**config.mk**
```make
export PLATFORM = sky130hd
export DESIGN_NAME = abs_dif
export DESIGN_NICKNAME = d
export VERILOG_FILES = /design/src/rtl/abs_dif_pkg.sv /design/src/rtl/abs_dif_core.sv /design/src/rtl/abs_dif.sv
export SDC_FILE = /design/constraint.sdc
export NUM_CORES = 1
export LEC_CHECK = 0
export CAP_MARGIN = 20
export CORE_MARGIN = 2
export CORE_UTILIZATION = 25
export DETAILED_ROUTE_END_ITERATION = 12
export SYNTH_ARGS = -nofsm -noshare
export SYNTH_HDL_FRONTEND = slang
export SYNTH_HIERARCHICAL = 1
export SYNTH_SLANG_ARGS = --single-unit
```
**constraint.sdc**
```tcl
create_clock -name clk -period 0.8 [get_ports clk]
set_input_delay 0.16 -clock clk [delete_from_list [all_inputs] [get_ports clk]]
set_output_delay 0.16 -clock clk [all_outputs]
set_load 0.02 [all_outputs]
```
**src/rtl/abs_dif_pkg.sv**
```systemverilog
// Shared constants and a reference absolute-difference helper for the abs_dif block.
package abs_dif_pkg;

   localparam int unsigned DEF_WIDTH = 4;
   localparam int unsigned MAX_WIDTH = 32;

   // Operands are zero-extended to MAX_WIDTH by the caller; result is |a - b|.
   function automatic logic [MAX_WIDTH-1:0] abs_diff(input logic [MAX_WIDTH-1:0] a,
                                                     input logic [MAX_WIDTH-1:0] b);
      if (a >= b) return a - b;
      else        return b - a;
   endfunction

endpackage

```
**src/rtl/abs_dif_core.sv**
```systemverilog
// Combinational |a - b| with borrow-derived less-than flag and equality flag.
module abs_dif_core
   import abs_dif_pkg::*;
#(
   parameter int unsigned WIDTH = DEF_WIDTH
) (
   input  logic [WIDTH-1:0] a,
   input  logic [WIDTH-1:0] b,
   output logic [WIDTH-1:0] diff,
   output logic             a_lt_b,
   output logic             eq
);

   logic [WIDTH:0]   d;
   logic             borrow;
   logic [WIDTH-1:0] b_minus_a;

   // One extra bit on the subtraction exposes the borrow, which doubles as a < b.
   assign d         = {1'b0, a} - {1'b0, b};
   assign borrow    = d[WIDTH];
   assign b_minus_a = b - a;

   assign diff   = borrow ? b_minus_a : d[WIDTH-1:0];
   assign a_lt_b = borrow;
   assign eq     = (a == b);

endmodule

```
**src/rtl/abs_dif.sv**
```systemverilog
// One-cycle registered absolute-difference stage with valid strobe and compare flags.
module abs_dif
   import abs_dif_pkg::*;
#(
   parameter int unsigned WIDTH = DEF_WIDTH
) (
   input  logic             clk,
   input  logic             rst_n,
   input  logic             in_valid,
   input  logic [WIDTH-1:0] a,
   input  logic [WIDTH-1:0] b,
   output logic [WIDTH-1:0] out,
   output logic             out_valid,
   output logic             a_lt_b,
   output logic             eq
);

   logic [WIDTH-1:0] diff_p0;
   logic             lt_p0;
   logic             eq_p0;

   abs_dif_core #(
      .WIDTH (WIDTH)
   ) u_core (
      .a      (a),
      .b      (b),
      .diff   (diff_p0),
      .a_lt_b (lt_p0),
      .eq     (eq_p0)
   );

   // p0 -> p1: result registers load only on accepted pairs, so idle inputs never leak through.
   always_ff @(posedge clk or negedge rst_n) begin
      if (!rst_n) begin
         out       <= '0;
         a_lt_b    <= 1'b0;
         eq        <= 1'b0;
         out_valid <= 1'b0;
      end else begin
         out_valid <= in_valid;
         if (in_valid) begin
            out    <= diff_p0;
            a_lt_b <= lt_p0;
            eq     <= eq_p0;
         end
      end
   end

endmodule

```
# [Word level (Yosys, flattened, before mapping)]
# Cells that the tools add are included.
[totals] register_bits=7 latchBits=0 ram_bits=0 mem_bits_ro=0 input_bits=11 out_inout_bits=7 elab_cells=8 memories=0
[classes] addsub=2 mul=0 div_mod_pow=0 n_lt_le_gt_ge=0 n_eq_ne=1 shift=0 mux=1 bitwise_logic=0 n_reduce_logical=0
[op_table] op="4-bit by 4-bit subtractor with 5-bit output" n=1
[op_table] op="4-bit == test" n=1
[op_table] op="4-bit two-way mux" n=1
[op_table] op="4-bit subtractor" n=1

# [Depth between registers and ports, before layout]
# Gate-level depths: netlist (run 1).
[depth] depth_word=2 mapped_depth=8 mapped_depth_nobuf=8

# [Modules after synthesis]
# Netlist (run 1), hierarchy kept.
[by_module_without_submodules] mod="abs_dif_core" n_inst=1 cells_each=41 area_each_um2=319.1 seq_area_each_um2=0.0
[by_module_without_submodules] mod="abs_dif" n_inst=1 cells_each=14 area_each_um2=276.5 seq_area_each_um2=175.2

# [Least setup slack after synthesis (run 1)]
# Ideal clock, no wire load.
[synth_timing] path_kind="input to register" start="input a[0]" end="register out[3]" setup_time_ns=0.125 arrival_time_ns=1.638 t_required_ns=0.675 slack_ns=-0.963 path_stages=8 path_buffers=0 path_cell_list="inv_1 ha_1 fa_1 nand2b_4 a21oi_4 mux2i_1 xnor2_1 mux2_4"
[synth_between] elab_chain_len=2 word_cells_on_any_way=3 cone_classes="add/sub: 2; mux: 1"
[synth_rtl] element="from (decl)" line_no="abs_dif.sv:10" text="input logic [WIDTH-1:0] a,"
[synth_rtl] element="4-bit by 4-bit subtractor with 5-bit output or 4-bit subtractor (tied branches)" line_no="abs_dif_core.sv:19, abs_dif_core.sv:21"
[synth_rtl] element="4-bit two-way mux *" line_no="abs_dif_core.sv:23" text="assign diff = borrow ? b_minus_a : d[WIDTH-1:0];"
[synth_rtl] element="net diff_p0[3]" line_no="abs_dif.sv:18" text="logic [WIDTH-1:0] diff_p0;"
[synth_rtl] element="to (signal assigned)" line_no="abs_dif.sv:42" text="out <= diff_p0;"
[synth_rtl] element="to (decl)" line_no="abs_dif.sv:12" text="output logic [WIDTH-1:0] out,"
# Mark *: on every way through the listed nets, which the timed path passes. The rest lies on a longest branch.
# A chain may end at the register's enable or synchronous reset.

# [Worst setup path in the final report (run 1)]
# Ends and elaborated chain as after synthesis.

==> results.toml, run 1 <==
[timing]
timing.final.setup_violations = 13
final_critical_path_share_of_the_clock_period = 1.920
timing.clock.skew_ps = 0
slew_headroom = 0.7968
max_clock_freq_mhz = 651.0
finalWorstPathRequiredPeriod_ps = 1536
hold_violations = 0
final_critical_path_setup_slack_ps = -736.0
fin_setup_tns_ps = -3814
tightestPinTransition_ps = 303.9
unrepaired_setup_endpoints_after_global_routing = "yes"
slew_viol_final = 0

[worst_setup_path]
path_delay_family = "adder cells"
top_fanout_value_on_the_critical_path = 2
crit_arrival_ps = 1670
cp.required_ps = 940
cp.buffers_inverters = 2
critical_path_endpoint_category = "flop"
timing.critical_path.slowest_cell_delay_ps = 360
crit_path_cells = "buf_8 -> inv_8 -> ha_4 -> fa_2 -> nand2b_4 -> a21oi_4 -> mux2i_1 -> xnor2_1 -> mux2_4"
worst_path_max_delay_cell = "sky130_fd_sc_hd__fa_2"
crit_path_start_kind = "input port"
critical_path.startpoint = "a[0]"
worstReg2RegStart = "out[3]$_DFFE_PN0P_"
timing_worst_setup_path_type = "input port to flop"

[yosys]
syn_warnings = 6
synth.net_count = 75
synth_sequential_area_ratio = 0.2941
synthDistinctLibCells = 18
syn-instance-count = 55
syn_area_um2 = 595.6
yosys_register_bits = 7
mean_instance_size_in_the_synthesized_netlist_um2 = 10.83

[floorplan]
design.core.area_mm2 = 0.002233
width_of_the_die_um = 52.81
die_height_um = 52.81
die_area_mm2 = 0.002789
count_of_standard_cell_rows = 17
start_util = 0.2667
num_io_pins = 18

[global_routing]
grt_first_pass_wirelength_mm = 2.056
sum_of_overflow_across_all_layers_after_global_routing = 0
grt_max_degree = 8
vias_in_the_first_global_route = 537
global_router_s_overall_resource_usage = 0.1002
antenna_violations_before_repair = 0

[power]
power.net_switching_uw = 521.2
power.switching_fraction = 0.3093
combPwrFrac = 0.533
post-layout-total-power_uw = 1685
internal-power_uw = 1164
pwr-share-clk = 0.188
p_per_area_mw_per_mm2 = 1546
leakage_uw = 0.0005315
power.share.sequential = 0.278
power.ir.vdd_worst_uv = 712.3

[detailed_routing]
remaining_drc_errors = 0
detail_route.vias_per_cell = 4.285
antenna_left = 0
drt_first_iter_violations = 0
route.vias.total = 527
detail_route.wl_per_cell_um = 9.797
dr.pass1.iters = 1
routed_wl_mm = 1.205

[cts]
clock_sinks = 7
cts.hold.buffers_added = 0
cts-buffers-inserted = 3
cts.path.max_buffers = 2
cts_tree = "yes"
cts_root_buffer = "sky130_fd_sc_hd__clkbuf_4"
clk-insertion-delay-late_ps = 250
htreeDepth = 1
worst_setup_hold_path_clk_slew_ps = 50

[placement]
placed_cells = 115
io_buffer_count = 17
place_congestion = 0.6637
hpwl_after_detailed_placement_um = 987.3

[finish]
areaGrowthSynthToFinish_pct = 82.98
antennaDiodeCount = 0
final_cell_mix = "16 x sky130_fd_sc_hd__buf_6, 15 x sky130_fd_sc_hd__buf_4, 6 x sky130_fd_sc_hd__mux2_4, 6 x sky130_fd_sc_hd__dfrtp_1, 5 x sky130_fd_sc_hd__inv_1"
nNetsFinal = 116
layout_cell_share_with_drive_strength_beyond_1 = 0.6632
instances_no_fill = 123
mostFrequentLayoutCell = "sky130_fd_sc_hd__buf_6"

[worst_hold_path]
hp-class = "input port to async pin"

[run_status]
status = "complete, but fails checks"
failed_checks = "negative setup slack"

[run]
drv.max_cap_violation_count = 0
==> final timing paths <==
path | endpoint | slack (ps) | cells past startpoint
max | out[3]$_DFFE_PN0P_ | -740 | 9
min | out_valid$_DFF_PN0_ | 160 | 1
max reg2reg | out[3]$_DFFE_PN0P_ | -90 | 2
min reg2reg | out[0]$_DFFE_PN0P_ | 610 | 2
max in group asynchronous | out[0]$_DFFE_PN0P_ | 390 | 1
min in group clk | out_valid$_DFF_PN0_ | 300 | 2
==> synth_stat cells <==
| cell type | n | area [um2] |
|---|---|---|
| sky130_fd_sc_hd__inv_1 | 9 | 33.78 |
| sky130_fd_sc_hd__dfrtp_1 | 7 | 175.2 |
| sky130_fd_sc_hd__ha_1 | 7 | 87.58 |
| sky130_fd_sc_hd__mux2_4 | 6 | 90.09 |
| sky130_fd_sc_hd__nor2_1 | 5 | 18.77 |
| sky130_fd_sc_hd__a21oi_1 | 3 | 15.01 |
| sky130_fd_sc_hd__buf_6 | 2 | 22.52 |
| sky130_fd_sc_hd__fa_1 | 2 | 40.04 |
| sky130_fd_sc_hd__mux2i_1 | 2 | 20.02 |
| sky130_fd_sc_hd__nand2_1 | 2 | 7.510 |
| sky130_fd_sc_hd__o21ai_0 | 2 | 10.01 |
| sky130_fd_sc_hd__xor2_1 | 2 | 17.52 |
| sky130_fd_sc_hd__a21oi_4 | 1 | 16.27 |
| sky130_fd_sc_hd__nand2b_4 | 1 | 13.76 |
| sky130_fd_sc_hd__nand3_1 | 1 | 5.000 |
| sky130_fd_sc_hd__nor3_1 | 1 | 5.000 |
| sky130_fd_sc_hd__o221ai_1 | 1 | 8.760 |
| sky130_fd_sc_hd__xnor2_1 | 1 | 8.760 |
==> per-layer routing <==
metal,vias to the layer above,global-route usage,part of all wire
met5,-,0,0
met2,17,0.1792,0.52
met3,3,0.008571,0.051
met4,0,0.07692,0.025
met1,247,0.1069,0.41
li1,260,-,-
==> area by class of cell <==
| cell class | count | area (um2) |
|---|---|---|
| Fill cell | 212 | 1144 |
| Clock buffer | 4 | 26.28 |
| Tap cell | 28 | 35.03 |
| Sequential cell | 7 | 176.4 |
| Inverter | 9 | 48.80 |
| Multi-Input combinational cell | 37 | 451.7 |
| Timing Repair Buffer | 38 | 351.6 |
==> state kept, by name (all words and copies together) (netlist names) <==
signal and count:
out_valid 1, a_lt_b 1, out 4, eq 1
==> logic make-up after synthesis <==
logic type,after synthesis,share of synthesized area
buf+inv,11,0.09453
simple gates,10,0.08402
fa+ha+maj,9,0.2143
mux,8,0.1849
compound gates,7,0.08404
flops,7,0.2941
xor+xnor,3,0.04413
==> power groups by stage <==
| stage | Clock [uW] | Sequential [uW] | Combinational, uW |
|---|---|---|---|
| global placement | 0 | 458 | 787 |
| CTS | 333 | 470 | 874 |
| global route | 351 | 478 | 970 |
| floorplan | 0 | 544 | 327 |
| detailed placement | 0 | 459 | 801 |
| finish | 317 | 469 | 899 |
==> per-stage QoR <==
| step | setup WS [ps] | area (um2) | utilization | hold slack [ps] |
|---|---|---|---|---|
| 3_5_place_dp | -1531 | 964.7 | 0.4319 | 434.8 |
| 3_3_place_gp | -1484 | 964.7 | 0.4319 | 432.7 |
| 2_1_floorplan | -884.0 | 654.4 | - | -135.6 |
| 4_1_cts | -719.2 | 1065 | 0.4768 | 160.8 |
| 6_report | -736.0 | 1090 | 0.4880 | 159.7 |
| 5_1_grt | -775.2 | 1090 | 0.4880 | 176.6 |
==> timing repair <==
item                                    CTS  global route
pin swaps                                10             7
endpoints found under the setup margin   13            13
gates cloned                              0             0
setup buffers                             3             1
resized for setup                        84            14
Note: power is estimated with default switching activity, not from simulation.
==> run 2: changes to the inputs <==
- RECOVER_POWER: default -> 25
==> run 2 against run 1 <==
Effect of this change: the flow still finishes with violations (negative setup slack); register-to-register slack about the same; global-route usage unchanged; combinational power about the same; sequential power about the same; die area unchanged; clock-buffer cell count unchanged; via count unchanged; maximum frequency unchanged; power about the same; clock skew unchanged; largest power group unchanged; highest routed layer unchanged.
==> results.toml, run 2 (synthesis gave the netlist of run 1 again) <==
[run_status]
status = "complete, but fails checks"
failed_checks = "negative setup slack"

[detailed_routing]
dr.pass1.iters = 1
detail_route.vias_per_cell = 4.285
detail_route.wl_per_cell_um = 9.797
remaining_drc_errors = 0
route.vias.total = 527
antenna_left = 0
drt_first_iter_violations = 0
routed_wl_mm = 1.205

[cts]
worst_setup_hold_path_clk_slew_ps = 50
clock_sinks = 7
cts.path.max_buffers = 2
cts.hold.buffers_added = 0
htreeDepth = 1
cts-buffers-inserted = 3
cts_tree = "yes"
clk-insertion-delay-late_ps = 250
cts_root_buffer = "sky130_fd_sc_hd__clkbuf_4"

[finish]
areaGrowthSynthToFinish_pct = 82.98
nNetsFinal = 116
fillerInstances = 212
regMostFlops = "out"
antennaDiodeCount = 0
final_cell_mix = "16 x sky130_fd_sc_hd__buf_6, 15 x sky130_fd_sc_hd__buf_4, 6 x sky130_fd_sc_hd__mux2_4, 6 x sky130_fd_sc_hd__dfrtp_1, 5 x sky130_fd_sc_hd__inv_1"
mostFrequentLayoutCell = "sky130_fd_sc_hd__buf_6"
instances_no_fill = 123
stdcell_area_mm2 = 0.001090
layout_cell_share_with_drive_strength_beyond_1 = 0.6632
number_of_flip_flops_under_the_largest_register_name = 4

[power]
leakage_uw = 0.0005318
power.ir.vdd_worst_uv = 712.3
p_per_area_mw_per_mm2 = 1546
post-layout-total-power_uw = 1684

[floorplan]
num_io_pins = 18
width_of_the_die_um = 52.81
die_area_mm2 = 0.002789
count_of_standard_cell_rows = 17
start_util = 0.2667
design.core.area_mm2 = 0.002233
die_height_um = 52.81

[worst_hold_path]
hp-class = "input port to async pin"

[timing]
tightestPinTransition_ps = 308.9
hold_violations = 0
slew_viol_final = 0
unrepaired_setup_endpoints_after_global_routing = "yes"
timing.final.setup_violations = 13
final_critical_path_share_of_the_clock_period = 1.920
timing.clock.skew_ps = 0
max_clock_freq_mhz = 651.0
final_critical_path_setup_slack_ps = -736.0
slew_headroom = 0.7934
finalWorstPathRequiredPeriod_ps = 1536

[worst_setup_path]
critical_path_endpoint_category = "flop"
critical_path.startpoint = "a[0]"
crit_arrival_ps = 1670
cp.required_ps = 940
crit_path_start_kind = "input port"
timing_worst_setup_path_type = "input port to flop"
top_fanout_value_on_the_critical_path = 2
worstReg2RegStart = "out[3]$_DFFE_PN0P_"

[global_routing]
sum_of_overflow_across_all_layers_after_global_routing = 0
grt_first_pass_wirelength_mm = 2.056
grt_max_degree = 8
global_router_s_overall_resource_usage = 0.1002
antenna_violations_before_repair = 0
vias_in_the_first_global_route = 537

[run]
drv.max_cap_violation_count = 0

[placement]
place_congestion = 0.6637
preCtsSetupSlack_ps = -1531
hpwl_after_detailed_placement_um = 987.3
standard_cell_area_after_detailed_placement_um2 = 964.7
io_buffer_count = 17
placed_cells = 115
-- run 2: final timing paths --
| kind | endpoint | slack, ps | depth (start not counted) |
|---|---|---|---|
| worst min-delay path | out_valid$_DFF_PN0_ | 230 | 1 |
| min in group clk | out_valid$_DFF_PN0_ | 300 | 2 |
| worst min register to register | out[0]$_DFFE_PN0P_ | 610 | 2 |
| max in group asynchronous | out[0]$_DFFE_PN0P_ | 310 | 1 |
| worst max-delay path | out[3]$_DFFE_PN0P_ | -740 | 9 |
| worst max register to register | out[3]$_DFFE_PN0P_ | -90 | 2 |
-- run 2: layer usage --
| metal | track usage | share of wire | vias up |
|---|---|---|---|
| met3 | 0.008571 | 0.051 | 3 |
| li1 | - | - | 260 |
| met4 | 0.07692 | 0.025 | 0 |
| met2 | 0.1792 | 0.52 | 17 |
| met1 | 0.1069 | 0.41 | 247 |
| met5 | 0 | 0 | - |
-- run 2: cell type report --
cell class | count | area [um2] | area share
Clock buffer | 4 | 26.28 | 0.02411
Multi-Input combinational cell | 37 | 451.7 | 0.4145
Tap cell | 28 | 35.03 | 0.03215
Inverter | 9 | 48.80 | 0.04478
Timing Repair Buffer | 38 | 351.6 | 0.3226
Sequential cell | 7 | 176.4 | 0.1619
-- run 2: through the flow --
step	hold slack [ps]	util	setup TNS, ps
2_1_floorplan	-135.6	-	-3028
3_3_place_gp	432.7	0.4319	-8934
3_5_place_dp	434.8	0.4319	-9120
4_1_cts	160.8	0.4768	-3965
5_1_grt	247.0	0.4880	-4212
6_report	230.1	0.4880	-3814
-- run 2: repair_timing --
item,in CTS,in global routing
endpoints found under the setup margin,13,13
resized for setup,84,14
setup buffers,3,1
hold endpoints to repair,0,0
pin swaps,10,7
-- run 2: where the power goes --
group	switching, uW	internal (uW)
Sequential	46.3	423
Clock	127	190
Combinational	348	550
-- run 2: worst max-delay path: stages --
cell and delay [ps]:
sky130_fd_sc_hd__buf_8 90, sky130_fd_sc_hd__inv_8 30, sky130_fd_sc_hd__ha_4 150, sky130_fd_sc_hd__fa_2 360, sky130_fd_sc_hd__nand2b_4 160, sky130_fd_sc_hd__a21oi_4 150, sky130_fd_sc_hd__mux2i_1 240, sky130_fd_sc_hd__xnor2_1 90
sky130_fd_sc_hd__mux2_4 250
==> run 3: changes to the inputs <==
--- a/constraint.sdc
+++ b/constraint.sdc
@@ -3,2 +3,2 @@
 set_output_delay 0.16 -clock clk [all_outputs]
-set_load 0.02 [all_outputs]
+set_load 0.05 [all_outputs]
==> run 3 against run 2 <==
Effect of this change: the run still ends with negative setup slack left; core utilization is 3.1 points higher; register-to-register slack worse by 40 ps; routed wire length is 13% higher; combinational power is 34% higher; worst setup slack better by 5.3 ps; largest cell class unchanged.
==> results.toml, run 3 (synthesis gave the netlist of run 1 again) <==
[run_status]
status = "complete, but fails checks"
failed_checks = "negative setup slack"

[power]
power.ir.vdd_worst_uv = 1307
leakage_uw = 0.0005535
post-layout-total-power_uw = 2013
p_per_area_mw_per_mm2 = 1735

[timing]
hold_violations = 0
final_critical_path_share_of_the_clock_period = 1.913
slew_headroom = 0.8022
max_clock_freq_mhz = 653.3
finalWorstPathRequiredPeriod_ps = 1531
tightestPinTransition_ps = 295.7
final_critical_path_setup_slack_ps = -730.7
timing.final.setup_violations = 13
slew_viol_final = 0
unrepaired_setup_endpoints_after_global_routing = "yes"
hold-worst-slack_ps = 226.0
timing.clock.skew_ps = 0

[run]
drv.max_cap_violation_count = 0

[cts]
cts-buffers-inserted = 3
cts.path.max_buffers = 2
clock_sinks = 7
htreeDepth = 1
cts_root_buffer = "sky130_fd_sc_hd__clkbuf_4"
cts_tree = "yes"
worst_setup_hold_path_clk_slew_ps = 50
cts.hold.buffers_added = 0
clk-insertion-delay-late_ps = 250

[worst_setup_path]
top_fanout_value_on_the_critical_path = 2
setup.reg_to_reg.worst_slack_ps = -130
critical_path_endpoint_category = "flop"
crit_path_cells = "buf_8 -> inv_8 -> ha_4 -> fa_2 -> nand2b_4 -> a21oi_4 -> mux2i_1 -> xnor2_1 -> mux2_4"
crit-reg2reg-capture = "out[1]$_DFFE_PN0P_"
path_depth = 9
worstReg2RegStart = "out[1]$_DFFE_PN0P_"
crit_path_start_kind = "input port"
cp.buffers_inverters = 2
timing.critical_path.slowest_cell_delay_ps = 390
timing_worst_setup_path_type = "input port to flop"
worst_path_max_delay_cell = "sky130_fd_sc_hd__fa_2"
cp.required_ps = 930
crit_arrival_ps = 1670
path_delay_family = "adder cells"
r2r_cells = 2

[floorplan]
start_util = 0.2667
width_of_the_die_um = 52.81
die_height_um = 52.81
design.core.area_mm2 = 0.002233
count_of_standard_cell_rows = 17
num_io_pins = 18
die_area_mm2 = 0.002789

[finish]
areaGrowthSynthToFinish_pct = 94.75
fillerInstances = 208
instances_no_fill = 125
regMostFlops = "out"
number_of_flip_flops_under_the_largest_register_name = 4
final_cell_mix = "18 x sky130_fd_sc_hd__buf_4, 7 x sky130_fd_sc_hd__buf_6, 7 x sky130_fd_sc_hd__buf_12"
multi_input_area_um2 = 456.7
nNetsFinal = 118
mostFrequentLayoutCell = "sky130_fd_sc_hd__buf_4"
layout_cell_share_with_drive_strength_beyond_1 = 0.6907
antennaDiodeCount = 0
register_area_um2 = 177.7

[detailed_routing]
detail_route.wl_per_cell_um = 10.91
dr.pass1.iters = 4
routed_wl_mm = 1.364
remaining_drc_errors = 0
detail_route.vias_per_cell = 4.264
antenna_left = 0
route.vias.total = 533
drt_first_iter_violations = 1

[global_routing]
vias_in_the_first_global_route = 598
global_router_s_overall_resource_usage = 0.1249
antenna_violations_before_repair = 0
grt_max_degree = 8
grt_first_pass_wirelength_mm = 2.421
sum_of_overflow_across_all_layers_after_global_routing = 0

[placement]
placed_cells = 109
preCtsSetupSlack_ps = -1524
io_buffer_count = 17
place_congestion = 0.6776

[worst_hold_path]
hp-class = "input port to async pin"
==> run 3: cell types whose count changed in the layout (fill, tap and decap cells not counted), moves of 2 or more <==
| cell | delta |
|---|---|
| sky130_fd_sc_hd__buf_6 | -9 |
| sky130_fd_sc_hd__buf_12 | +7 |
| sky130_fd_sc_hd__buf_4 | +3 |
| sky130_fd_sc_hd__inv_2 | +2 |
| sky130_fd_sc_hd__nor2_2 | -2 |
| sky130_fd_sc_hd__nor2_4 | +2 |
==> run 3: metrics by stage <==
step	setup TNS, ps	utilization	cell area (um2)
2_1_floorplan	-3116	-	655.6
3_3_place_gp	-7070	0.4437	991.0
3_5_place_dp	-7138	0.4437	991.0
4_1_cts	-4402	0.5165	1154
5_1_grt	-4825	0.5193	1160
6_report	-4340	0.5193	1160
==> run 3: report_power, final <==
part / internal [uW] / leakage, uW / total, uW / switching, uW
registers: 423 / 0.0000808 / 494 / 70.9
logic: 683 / 0.000458 / 1200 / 520
clock network: 190 / 0.0000150 / 316 / 126
total: 1300 / 0.000553 / 2010 / 716
==> run 3: area by class of cell <==
| cell class | count | share of cell area |
|---|---|---|
| Timing Repair Buffer | 40 | 0.3603 |
| Tap cell | 28 | 0.03021 |
| Sequential cell | 7 | 0.1532 |
| Multi-Input combinational cell | 37 | 0.3937 |
| Clock buffer | 4 | 0.02265 |
| Inverter | 9 | 0.03991 |
==> run 3: metal layers <==
layer	part of all wire	global-route usage
met5	0	0
met4	0.012	0.08547
met3	0.048	0.02571
met2	0.59	0.2438
met1	0.35	0.1113
==> run 3: how the worst max path moves through the flow <==
| stage | from | end | slack, ps |
|---|---|---|---|
| 6_report | a[0] | out[3]$_DFFE_PN0P_ | -730 |
| 5_1_grt | a[0] | out[3]$_DFFE_PN0P_ | -780 |
| 4_1_cts | a[0] | out[3]$_DFFE_PN0P_ | -720 |
| 3_5_place_dp | a[0] | out[3]$_DFFE_PN0P_ | -1520 |
| 3_3_place_gp | a[0] | out[3]$_DFFE_PN0P_ | -1520 |
| 2_1_floorplan | a[0] | out[3]$_DFFE_PN0P_ | -880 |
==> run 3: worst reg2reg max path: stages, from the launching register on <==
cell and delay (ps):
sky130_fd_sc_hd__dfrtp_1 410, sky130_fd_sc_hd__buf_4 150, sky130_fd_sc_hd__mux2_4 260
==> run 3: timing repair <==
item                       4_1_cts  5_1_grt
pin swaps                       13        2
setup buffers                   11        2
gates resized for setup         46        9
setup endpoints to repair       13       13
